## config.mk

```make
export PLATFORM = sky130hd
export DESIGN_NAME = clk_up
export DESIGN_NICKNAME = d
export VERILOG_FILES = /design/src/rtl/clk_up.sv
export SDC_FILE = /design/constraint.sdc
export NUM_CORES = 1
export LEC_CHECK = 0
export BUFFER_PORTS_ARGS = -buffer_cell sky130_fd_sc_hd__buf_2
export CAP_MARGIN = 20
export CORE_UTILIZATION = 23
export DETAILED_ROUTE_END_ITERATION = 10
export SYNTH_ARGS = -nofsm -noshare
export SYNTH_HDL_FRONTEND = slang
export SYNTH_SLANG_ARGS = --single-unit
export TNS_END_PERCENT = 20
```

## constraint.sdc

```tcl
create_clock -name clk -period 3.7 [get_ports clk]
set_input_delay 0.37 -clock clk [delete_from_list [all_inputs] [get_ports clk]]
set_output_delay 0.37 -clock clk [all_outputs]
set_load 0.02 [all_outputs]
```

## src/rtl/clk_up.sv

```systemverilog
// clk_up: slow-to-fast clock-domain receiver.
//
// The slow source clock is treated as an asynchronous data input on the fast
// clock. It passes through a SYNC_STAGES-deep synchronizer, and its falling
// edge is detected from the synchronized copy. Each falling edge samples
// slow_data, which was launched on the slow rising edge. By then the word has
// been stable for half a slow period. Captured words go into a 2-entry
// valid/ready buffer read by fast-domain consumers.
//
// Optional feature: define CLK_UP_WORD_COUNT_EN to add the word_count[15:0]
// output. It is a wrapping count of accepted captures.
//
// Timing assumption (not checked in hardware): the slow high and low phases
// each last at least SYNC_STAGES+2 fast periods. SYNC_STAGES must be 2..4.

module clk_up #(
    parameter int WIDTH       = 32,
    parameter int SYNC_STAGES = 2
) (
    input  logic             clk,
    input  logic             reset,
    input  logic             slow_clk,
    input  logic [WIDTH-1:0] slow_data,
    output logic [WIDTH-1:0] out_data,
    output logic             out_valid,
    input  logic             out_ready,
    input  logic             ovf_clr,
    output logic             overflow
`ifdef CLK_UP_WORD_COUNT_EN
    ,
    output logic [15:0]      word_count
`endif
);

    typedef enum logic [1:0] {
        EMPTY = 2'd0,
        ONE   = 2'd1,
        FULL  = 2'd2
    } buf_state_t;

    // ------------------------------------------------------------------
    // Synchronizer and falling-edge detector
    // ------------------------------------------------------------------
    logic [SYNC_STAGES-1:0] sync_q;
    logic                   prev_q;
    logic                   sync_out;
    logic                   fall;

    assign sync_out = sync_q[SYNC_STAGES-1];
    assign fall     = prev_q & ~sync_out;

    // Shift slow_clk through the synchronizer and keep one cycle of history.
    // NOTE: state is updated with non-blocking assignments so every flop
    // samples the pre-edge value of its neighbour; blocking here would
    // collapse the chain into a single flop.
    always_ff @(posedge clk or posedge reset) begin
        if (reset) begin
            sync_q <= '0;
            prev_q <= 1'b0;
        end else begin
            sync_q <= {sync_q[SYNC_STAGES-2:0], slow_clk};
            prev_q <= sync_out;
        end
    end

    // ------------------------------------------------------------------
    // Two-entry buffer: head_q is always the oldest word, tail_q the second
    // ------------------------------------------------------------------
    buf_state_t       state_q;
    buf_state_t       state_d;
    logic [WIDTH-1:0] head_q;
    logic [WIDTH-1:0] tail_q;

    logic pop;
    logic load_head;
    logic head_from_tail;
    logic load_tail;
    logic drop;
    logic accept;

    assign out_valid = (state_q != EMPTY);
    assign out_data  = head_q;
    assign pop       = out_valid & out_ready;

    // Buffer state register.
    always_ff @(posedge clk or posedge reset) begin
        if (reset) begin
            state_q <= EMPTY;
        end else begin
            state_q <= state_d;
        end
    end

    // Next-state and datapath control for the capture/pop combinations.
    // NOTE: every output of this block gets a default first, so no path
    // leaves a signal unassigned and no latch is inferred.
    always_comb begin
        state_d        = state_q;
        load_head      = 1'b0;
        head_from_tail = 1'b0;
        load_tail      = 1'b0;
        drop           = 1'b0;
        accept         = 1'b0;

        unique case (state_q)
            EMPTY: begin
                if (fall) begin
                    load_head = 1'b1;
                    accept    = 1'b1;
                    state_d   = ONE;
                end
            end

            ONE: begin
                if (fall && pop) begin
                    // Old head leaves as the new word arrives at the head.
                    load_head = 1'b1;
                    accept    = 1'b1;
                end else if (fall) begin
                    load_tail = 1'b1;
                    accept    = 1'b1;
                    state_d   = FULL;
                end else if (pop) begin
                    // head_q is left as-is: out_data holds its last value.
                    state_d   = EMPTY;
                end
            end

            FULL: begin
                if (fall && pop) begin
                    // Head advances and the freed slot takes the new word.
                    load_head      = 1'b1;
                    head_from_tail = 1'b1;
                    load_tail      = 1'b1;
                    accept         = 1'b1;
                end else if (fall) begin
                    drop = 1'b1;
                end else if (pop) begin
                    load_head      = 1'b1;
                    head_from_tail = 1'b1;
                    state_d        = ONE;
                end
            end

            default: begin
                state_d = EMPTY;
            end
        endcase
    end

    // Buffer storage: head and tail words.
    // NOTE: both data words are reset because out_data must read 0 out of
    // reset. The tail has no such requirement, but resetting it costs nothing
    // at two entries and keeps it free of X in simulation.
    always_ff @(posedge clk or posedge reset) begin
        if (reset) begin
            head_q <= '0;
            tail_q <= '0;
        end else begin
            if (load_head) begin
                head_q <= head_from_tail ? tail_q : slow_data;
            end
            if (load_tail) begin
                tail_q <= slow_data;
            end
        end
    end

    // ------------------------------------------------------------------
    // Sticky overflow: a drop wins over a same-edge clear
    // ------------------------------------------------------------------
    // Set overflow on a dropped capture; otherwise clear it on request.
    always_ff @(posedge clk or posedge reset) begin
        if (reset) begin
            overflow <= 1'b0;
        end else if (drop) begin
            overflow <= 1'b1;
        end else if (ovf_clr) begin
            overflow <= 1'b0;
        end
    end

    // ------------------------------------------------------------------
    // Optional accepted-word counter
    // ------------------------------------------------------------------
`ifdef CLK_UP_WORD_COUNT_EN
    // Count accepted captures (dropped words excluded), wrapping at 16 bits.
    always_ff @(posedge clk or posedge reset) begin
        if (reset) begin
            word_count <= 16'd0;
        end else if (accept) begin
            word_count <= word_count + 16'd1;
        end
    end
`else
    // Without the counter, accept has no consumer.
    logic unused_accept;
    assign unused_accept = accept;
`endif

endmodule

```

==> reports/qor.txt, run 1 <==
Gate power share -> 36.0%
Busiest layer in global routing -> met2
Final hold viol count -> 0
Pins Over Slew Limit -> 0
Reg clk slew, reported paths -> 0.06 ns
CP required -> 3.92 ns
Area after DPL -> 3506 µm²
Worst slew pin tran -> 0.8753 ns
Area grow syn2layout -> 27.64%
Share of cells above drive strength 1 -> 52.58%
Critical path startpoint -> state_q[1]
Fmax -> 367.4 MHz
Net Count, Synth -> 256
Max-slew headroom -> 41.56%
Met1 Track Usage GR -> 13.73%
Initial Utilization -> 23.65%
CP bufs+invs -> 3
Total CTS buffers -> 9
Antenna Cells -> 0
Height of the die -> 116.1 µm
Final layout net count -> 327
Setup crit end -> tail_q[22]
DR DRC count -> 0
Reg2Reg Capture Point -> tail_q[22]
Clock power frac -> 24.9%
Cell Chain, Critical Path -> inv_1, ha_1, inv_2, nand3_2, a21oi_4, buf_4, mux2_2
Power Total -> 3367 µW
Hold_buf cts -> 0
Worst reg2reg startpoint -> state_q[1]
RSZ-0062 raised after global routing -> no
Max Root-Sink Buffers -> 2
Final instance area -> 3825 µm²
Startpoint Class -> register
Post-synth top area share -> 58.46%
Total gr overflow -> 0
R2R cell count -> 7
Endpoints failing setup -> 0
Routed vias -> 2081
Max-cap violations -> 0
Final ANT Viol Nets -> 0
Fillers -> 1351
Clock root buffer -> clkbuf_16
DRT Pass-1 Iters -> 4
Hpwl dp -> 5.021 mm
Initial DRC count -> 112
Met2 usage -> 19.44%
Outcome -> finished, final reports clean
FP Rows -> 41
Distinct cells, synth -> 27
Die width -> 116.1 µm
Core Footprint -> 12670 µm²
Sw Pwr -> 1147 µW
WP depth -> 7
Setup_tns -> 0 ns
Maximum fanout along the worst path -> 35
Total Wirelength -> 7.185 mm
Global-route wire length before repair -> 11.54 mm
TritonCTS clock tree -> done
Flop2flop setup slack -> 0.98 ns
Routability cong. -> 0.7399
Mapped Area -> 2997 µm²
CP top delay family -> buffers and inverters
Synth top area cells -> dfrtp_1, o221a_2, mux2_2, or3_1, ha_1
CP endpoint kind -> register
I/O Buffers -> 70
Sequential fraction of the synthesis area -> 58.46%
Largest net degree at the start of global routing -> 44
Commonest non-fill, non-tap cells in the layout -> buf_2, dfrtp_1, or3_1
Sequential Power Share -> 39.2%
Power Density -> 880.3 nW/µm²
Clock Skews -> 0.006589 ns
Yosys reg bits -> 70
Hold Slack -> 0.1458 ns
Slowest stage delay, CP -> 0.48 ns
Routed WL per cell -> 15.52 µm
CP arrival -> 2.94 ns
Die footprint -> 13490 µm²
Vias in the first global route -> 2194
Tmin final -> 2.722 ns
H-tree level count -> 3
Cell taking the most area after synthesis -> dfrtp_1
Postcts setup bufs -> 0
Syn Inst Count -> 215
Syn avg cell area -> 13.94 µm²
Ports -> 71
Via-to-Cell Ratio -> 4.495
Leakage -> 0.001639 µW
Critical path type -> register to register
CTS Sinks -> 70
Initial antenna violation count -> 0
Critical-path top delay cell -> nand3_2
Met3 GRT Util -> 4.048%
Hold WC Path Type -> primary input to register
Post-CTS Resized -> 0
Yosys warning count -> 0
VDD IR-drop max -> 0.3460 mV
Period utilization -> 73.57%
Switching Share -> 34.06%
GRT Util Overall -> 11.68%
Clk Latency, worst-skew pair -> 0.33 ns
P_int -> 2220 µW
-- power by group through the flow --
| stage | clock network [µW] | registers [µW] | logic (µW) |
|---|---|---|---|
| 2_1_floorplan | 0 | 1510 | 651 |
| 3_3_place_gp | 0 | 1320 | 1170 |
| 3_5_place_dp | 0 | 1330 | 1220 |
| 4_1_cts | 863 | 1320 | 1220 |
| 5_1_grt | 898 | 1370 | 1320 |
| 6_report | 838 | 1320 | 1210 |
-- cell usage after synthesis --
cell type	n
a21oi_1	2
a21oi_4	1
a31oi_1	2
and2b_1	1
and3_1	1
buf_2	3
buf_4	3
buf_6	3
clkbuf_1	6
dfrtp_1	70
ha_1	4
inv_1	5
inv_2	1
mux2_1	4
mux2_2	28
nand2_1	4
nand2b_1	2
nand3_1	1
nand3_2	1
nor2_1	3
nor3_2	1
o21ai_0	2
o21bai_2	1
o221a_1	4
o221a_2	29
o221ai_1	1
or3_1	32
-- worst register-to-register path, cell delays in order, from the launching register on --
cell and delay, ns:
dfrtp_1 0.43, inv_1 0.09, ha_1 0.25, inv_2 0.10, nand3_2 0.48, a21oi_4 0.47, buf_4 0.40, mux2_2 0.40
-- state kept, by name, indices dropped and copies added, names as in the netlist --
name	count
out_data	32
overflow	1
prev_q	1
state_q	2
sync_q	2
tail_q	32
-- metal layers --
metal / part of all wire [%] / vias to the layer above
met5: 0 / -
met4: 1.6 / 0
met3: 5.3 / 11
met2: 50 / 66
li1: - / 971
met1: 43 / 1033
-- cells by family after synthesis --
kind of cell,count (synthesis),share of synthesized area [%]
and+or+nand+nor,46,9.269
DFF,70,58.46
adders and majority gates,4,1.670
buffers and inverters,21,3.883
muxes,32,12.02
AOI/OAI and AO/OA,42,14.70
-- stage by stage --
step,util [%],instances,worst slack (ns)
CTS,29.97,462,0.9318
floorplan,-,215,1.562
global route,30.19,463,0.7893
global placement,27.55,445,0.9019
detailed placement,27.67,446,0.9611
finish,30.19,463,0.9780
-- cell type report --
class	instances	area, µm²	area share (%)
Tap cell	172	215.2	5.626
Multi-Input combinational cell	124	1129	29.51
Sequential cell	70	1752	45.80
Clock inverter	6	62.56	1.636
Inverter	6	22.52	0.5888
Timing Repair Buffer	75	415.4	10.86
Clock buffer	10	229.0	5.986
-- worst min-delay path by stage --
stage / from / cells past startpoint / slack [ns] / to
3_3_place_gp: sync_q[0] / 0 / 0.33 / sync_q[1]
4_1_cts: slow_clk / 1 / 0.14 / sync_q[0]
2_1_floorplan: sync_q[0] / 0 / 0.33 / sync_q[1]
5_1_grt: slow_clk / 1 / 0.14 / sync_q[0]
3_5_place_dp: sync_q[0] / 0 / 0.34 / sync_q[1]
6_report: slow_clk / 1 / 0.15 / sync_q[0]
No activity file was read; power rests on OpenSTA's default activity.
==> run 2: changes to the inputs <==
--- a/config.mk
+++ b/config.mk
@@ -5,6 +5,7 @@
 export SDC_FILE = /design/constraint.sdc
 export NUM_CORES = 1
 export LEC_CHECK = 0
+export ABC_AREA = 1
 export BUFFER_PORTS_ARGS = -buffer_cell sky130_fd_sc_hd__buf_2
 export CAP_MARGIN = 20
 export CORE_UTILIZATION = 23
==> constraint.sdc (replaced) <==
create_clock -name clk -period 2.56 [get_ports clk]
set_input_delay 0.256 -clock clk [delete_from_list [all_inputs] [get_ports clk]]
set_output_delay 0.256 -clock clk [all_outputs]
set_load 0.02 [all_outputs]
==> reports/qor.txt, run 2 <==
Outcome -> finished, final reports clean
Distinct cells, synth -> 18 (-33%)
Initial antenna violation count -> 0 (unchanged)
Total Wirelength -> 9.381 mm (+31%)
Reg clk slew, reported paths -> 0.05 ns (about the same)
Largest net degree at the start of global routing -> 35 (-20%)
Clock Skews -> 0.003715 ns (-0.002874 ns)
Cell Chain, Critical Path -> inv_1, ha_1, inv_2, nand3_2, nand2_1, clkinv_1, nand2_2, nand2_2, nand2_1, nand2_1
TritonCTS clock tree -> done
DRT Pass-1 Iters -> 4 (unchanged)
Sequential fraction of the synthesis area -> 52.81% (-5.6 points)
Slowest stage delay, CP -> 0.44 ns (-0.04 ns)
CP endpoint kind -> register
Routed WL per cell -> 13.80 µm (-11%)
Met2 usage -> 21.86% (+2.4 points)
DR DRC count -> 0 (unchanged)
Postcts setup bufs -> 0 (unchanged)
Initial Utilization -> 23.71% (+0.062 points)
Initial DRC count -> 241 (+120%)
Setup_tns -> 0 ns (unchanged)
Share of cells above drive strength 1 -> 21.00% (-32 points)
Most frequent CP cell -> nand2_1
Die footprint -> 14910 µm² (+10%)
Core Footprint -> 13990 µm² (+10%)
Pins Over Slew Limit -> 0 (unchanged)
Maximum fanout along the worst path -> 32 (-8.6%)
RSZ-0062 raised after global routing -> no
Syn avg cell area -> 7.732 µm² (-45%)
Synth Area in Compound Gates -> 0.4527% (-14 points)
EDFF count, synth -> 0 (unchanged)
Worst slew pin tran -> 0.6276 ns (-0.2477 ns)
Ports -> 71 (unchanged)
Endpoints failing setup -> 0 (unchanged)
Antenna Cells -> 0 (unchanged)
Max Root-Sink Buffers -> 2 (unchanged)
Die width -> 122.1 µm (+5.1%)
Commonest non-fill, non-tap cells in the layout -> nand2_1, nand3_1, buf_2, dfrtp_1, buf_4
Power Density -> 1184 nW/µm² (+35%)
R2R cell count -> 10 (+3)
Finished Layout Cells -> 680 (+47%)
Clk Latency, worst-skew pair -> 0.33 ns (about the same)
Total CTS buffers -> 9 (unchanged)
Leakage -> 0.002316 µW (+41%)
Hold WC Path Type -> primary input to register
Synth Area in Adders -> 1.509% (-0.16 points)
Height of the die -> 122.1 µm (+5.1%)
Yosys warning count -> 0 (unchanged)
Final hold viol count -> 0 (unchanged)
Dpl cells -> 663 (+49%)
Met3 GRT Util -> 3.605% (-0.44 points)
Busiest layer in global routing -> met2
H-tree level count -> 3 (unchanged)
Routability cong. -> 0.8027 (+8.5%)
Total gr overflow -> 0 (unchanged)
Post-CTS Resized -> 0 (unchanged)
CP required -> 2.77 ns (-1.15 ns)
Global-route wire length before repair -> 15.47 mm (+34%)
Mux cell area share after synthesis -> 0% (-12 points)
Fin util -> 29.61% (-0.58 points)
Largest family of logic cells by synthesized area -> simple AND/OR/NAND/NOR gates
Synth top cells by count -> nand2_1, nand3_1, dfrtp_1, buf_2, clkbuf_1
Hpwl dp -> 6.369 mm (+27%)
Critical path startpoint -> state_q[1]
Flop2flop setup slack -> 0.37 ns (-0.61 ns)
Critical path type -> register to register
Share of synthesized registers carrying an async set or reset -> 100.0% (unchanged)
Yosys reg bits -> 70 (unchanged)
Vias in the first global route -> 2959 (+35%)
Post-synth top area share -> 52.81% (-5.6 points)
Routed vias -> 3072 (+48%)
Worst reg2reg startpoint -> state_q[1]
Power Total -> 4906 µW (+46%)
GRT Util Overall -> 13.47% (+1.8 points)
Critical-path top delay cell -> nand2_2
Final ANT Viol Nets -> 0 (unchanged)
Tmin final -> 2.195 ns (-0.5275 ns)
FP Rows -> 43 (+4.9%)
Via-to-Cell Ratio -> 4.518 (+0.51%)
Area grow syn2layout -> 24.86%
Most common cell in the netlist -> nand2_1
Met1 Track Usage GR -> 17.43% (+3.7 points)
Startpoint Class -> register
Setup crit end -> out_data[13]
CTS Sinks -> 70 (unchanged)
Hold_buf cts -> 1 (+1)
Max-slew headroom -> 58.01% (+16 points)
Simple-Gate Fraction of Synth Area -> 39.87% (+31 points)
Commonest non-fill, non-tap cell in the layout -> nand2_1
VDD IR-drop max -> 0.5154 mV (+49%)
Clock root buffer -> clkbuf_16
Synth top area cells -> dfrtp_1, nand2_1, nand3_1, buf_2, ha_1
Syn Inst Count -> 429 (+100%)
Cell taking the most area after synthesis -> dfrtp_1
Synth Area in XOR/XNOR -> 0% (unchanged)
Synth Flop Type -> dfrtp_1
CP arrival -> 2.41 ns (-0.53 ns)
I/O Buffers -> 70 (unchanged)
Final layout net count -> 536 (+64%)
Reg2Reg Capture Point -> out_data[13]
Period utilization -> 85.72% (+12 points)
Mapped Area -> 3317 µm² (+11%)
Fmax -> 455.7 MHz (+24%)
Net Count, Synth -> 470 (+84%)
Max-cap violations -> 0 (unchanged)
==> run 2: cell count changes in the layout (fill, tap and decap cells not counted), sizes merged, moves of 5 or more <==
| cell | previous run | this run |
|---|---|---|
| buf | 75 | 82 |
| inv | 6 | 11 |
| mux2 | 32 | 0 |
| nand2 | 4 | 208 |
| nand3 | 2 | 99 |
| o221a | 33 | 0 |
| or3 | 32 | 0 |
==> run 2: layer usage <==
layer | routed length (µm) | up-vias | share of wire [%]
met4 | 123 | 0 | 1.3
met3 | 509 | 15 | 5.4
li1 | - | 1499 | -
met1 | 4218 | 1469 | 45
met2 | 4528 | 89 | 48
met5 | 0 | - | 0
==> run 2: worst min path at each step <==
stage | start | endpoint | slack (ns) | cells past startpoint
after global routing | slow_clk | sync_q[0] | 0.01 | 1
after global placement | reset | out_data[18] | 0.14 | 2
final | slow_clk | sync_q[0] | 0.03 | 1
after detailed placement | reset | out_data[17] | 0.15 | 2
after CTS | slow_clk | sync_q[0] | 0.01 | 1
after floorplan | slow_clk | sync_q[0] | 0.29 | 0
==> run 2: power breakdown <==
| part | switching [µW] | internal [µW] | total (µW) |
|---|---|---|---|
| logic | 1320 | 583 | 1900 |
| clock network | 452 | 707 | 1160 |
| registers | 255 | 1590 | 1840 |
==> run 2: logic make-up after synthesis <==
kind of cell	after synthesis
AO/OA/AOI/OAI	2
adder cells (fa/ha/maj)	4
buffers and inverters	40
flip-flops	70
AND/OR/NAND/NOR	313
==> run 2: through the flow <==
stage / area [µm²] / hold slack (ns) / setup WS (ns)
global route: 4141 / 0.01396 / 0.1292
CTS: 4141 / 0.01425 / 0.3505
floorplan: 3317 / 0.2874 / 0.5358
finish: 4141 / 0.02861 / 0.3655
detailed placement: 3852 / 0.1480 / 0.3606
global placement: 3852 / 0.1426 / 0.5215
==> run 2: worst max-delay path, delay by kind of cell (launching register included) <==
family                   cells  cell delay, ns
buffers and inverters        3            0.28
AND/OR/NAND/NOR              6            1.11
flip-flops                   1            0.42
adder cells (fa/ha/maj)      1            0.27
==> run 2: final cells by class <==
class                      count  area [µm²]
clock buffer                  13       260.3
clock inverter                 3       18.77
fill                        1554        9847
inverter                      12       45.04
multi-input combinational    319        1390
sequential                    70        1752
tap                          180       225.2
timing repair buffer          83       450.4
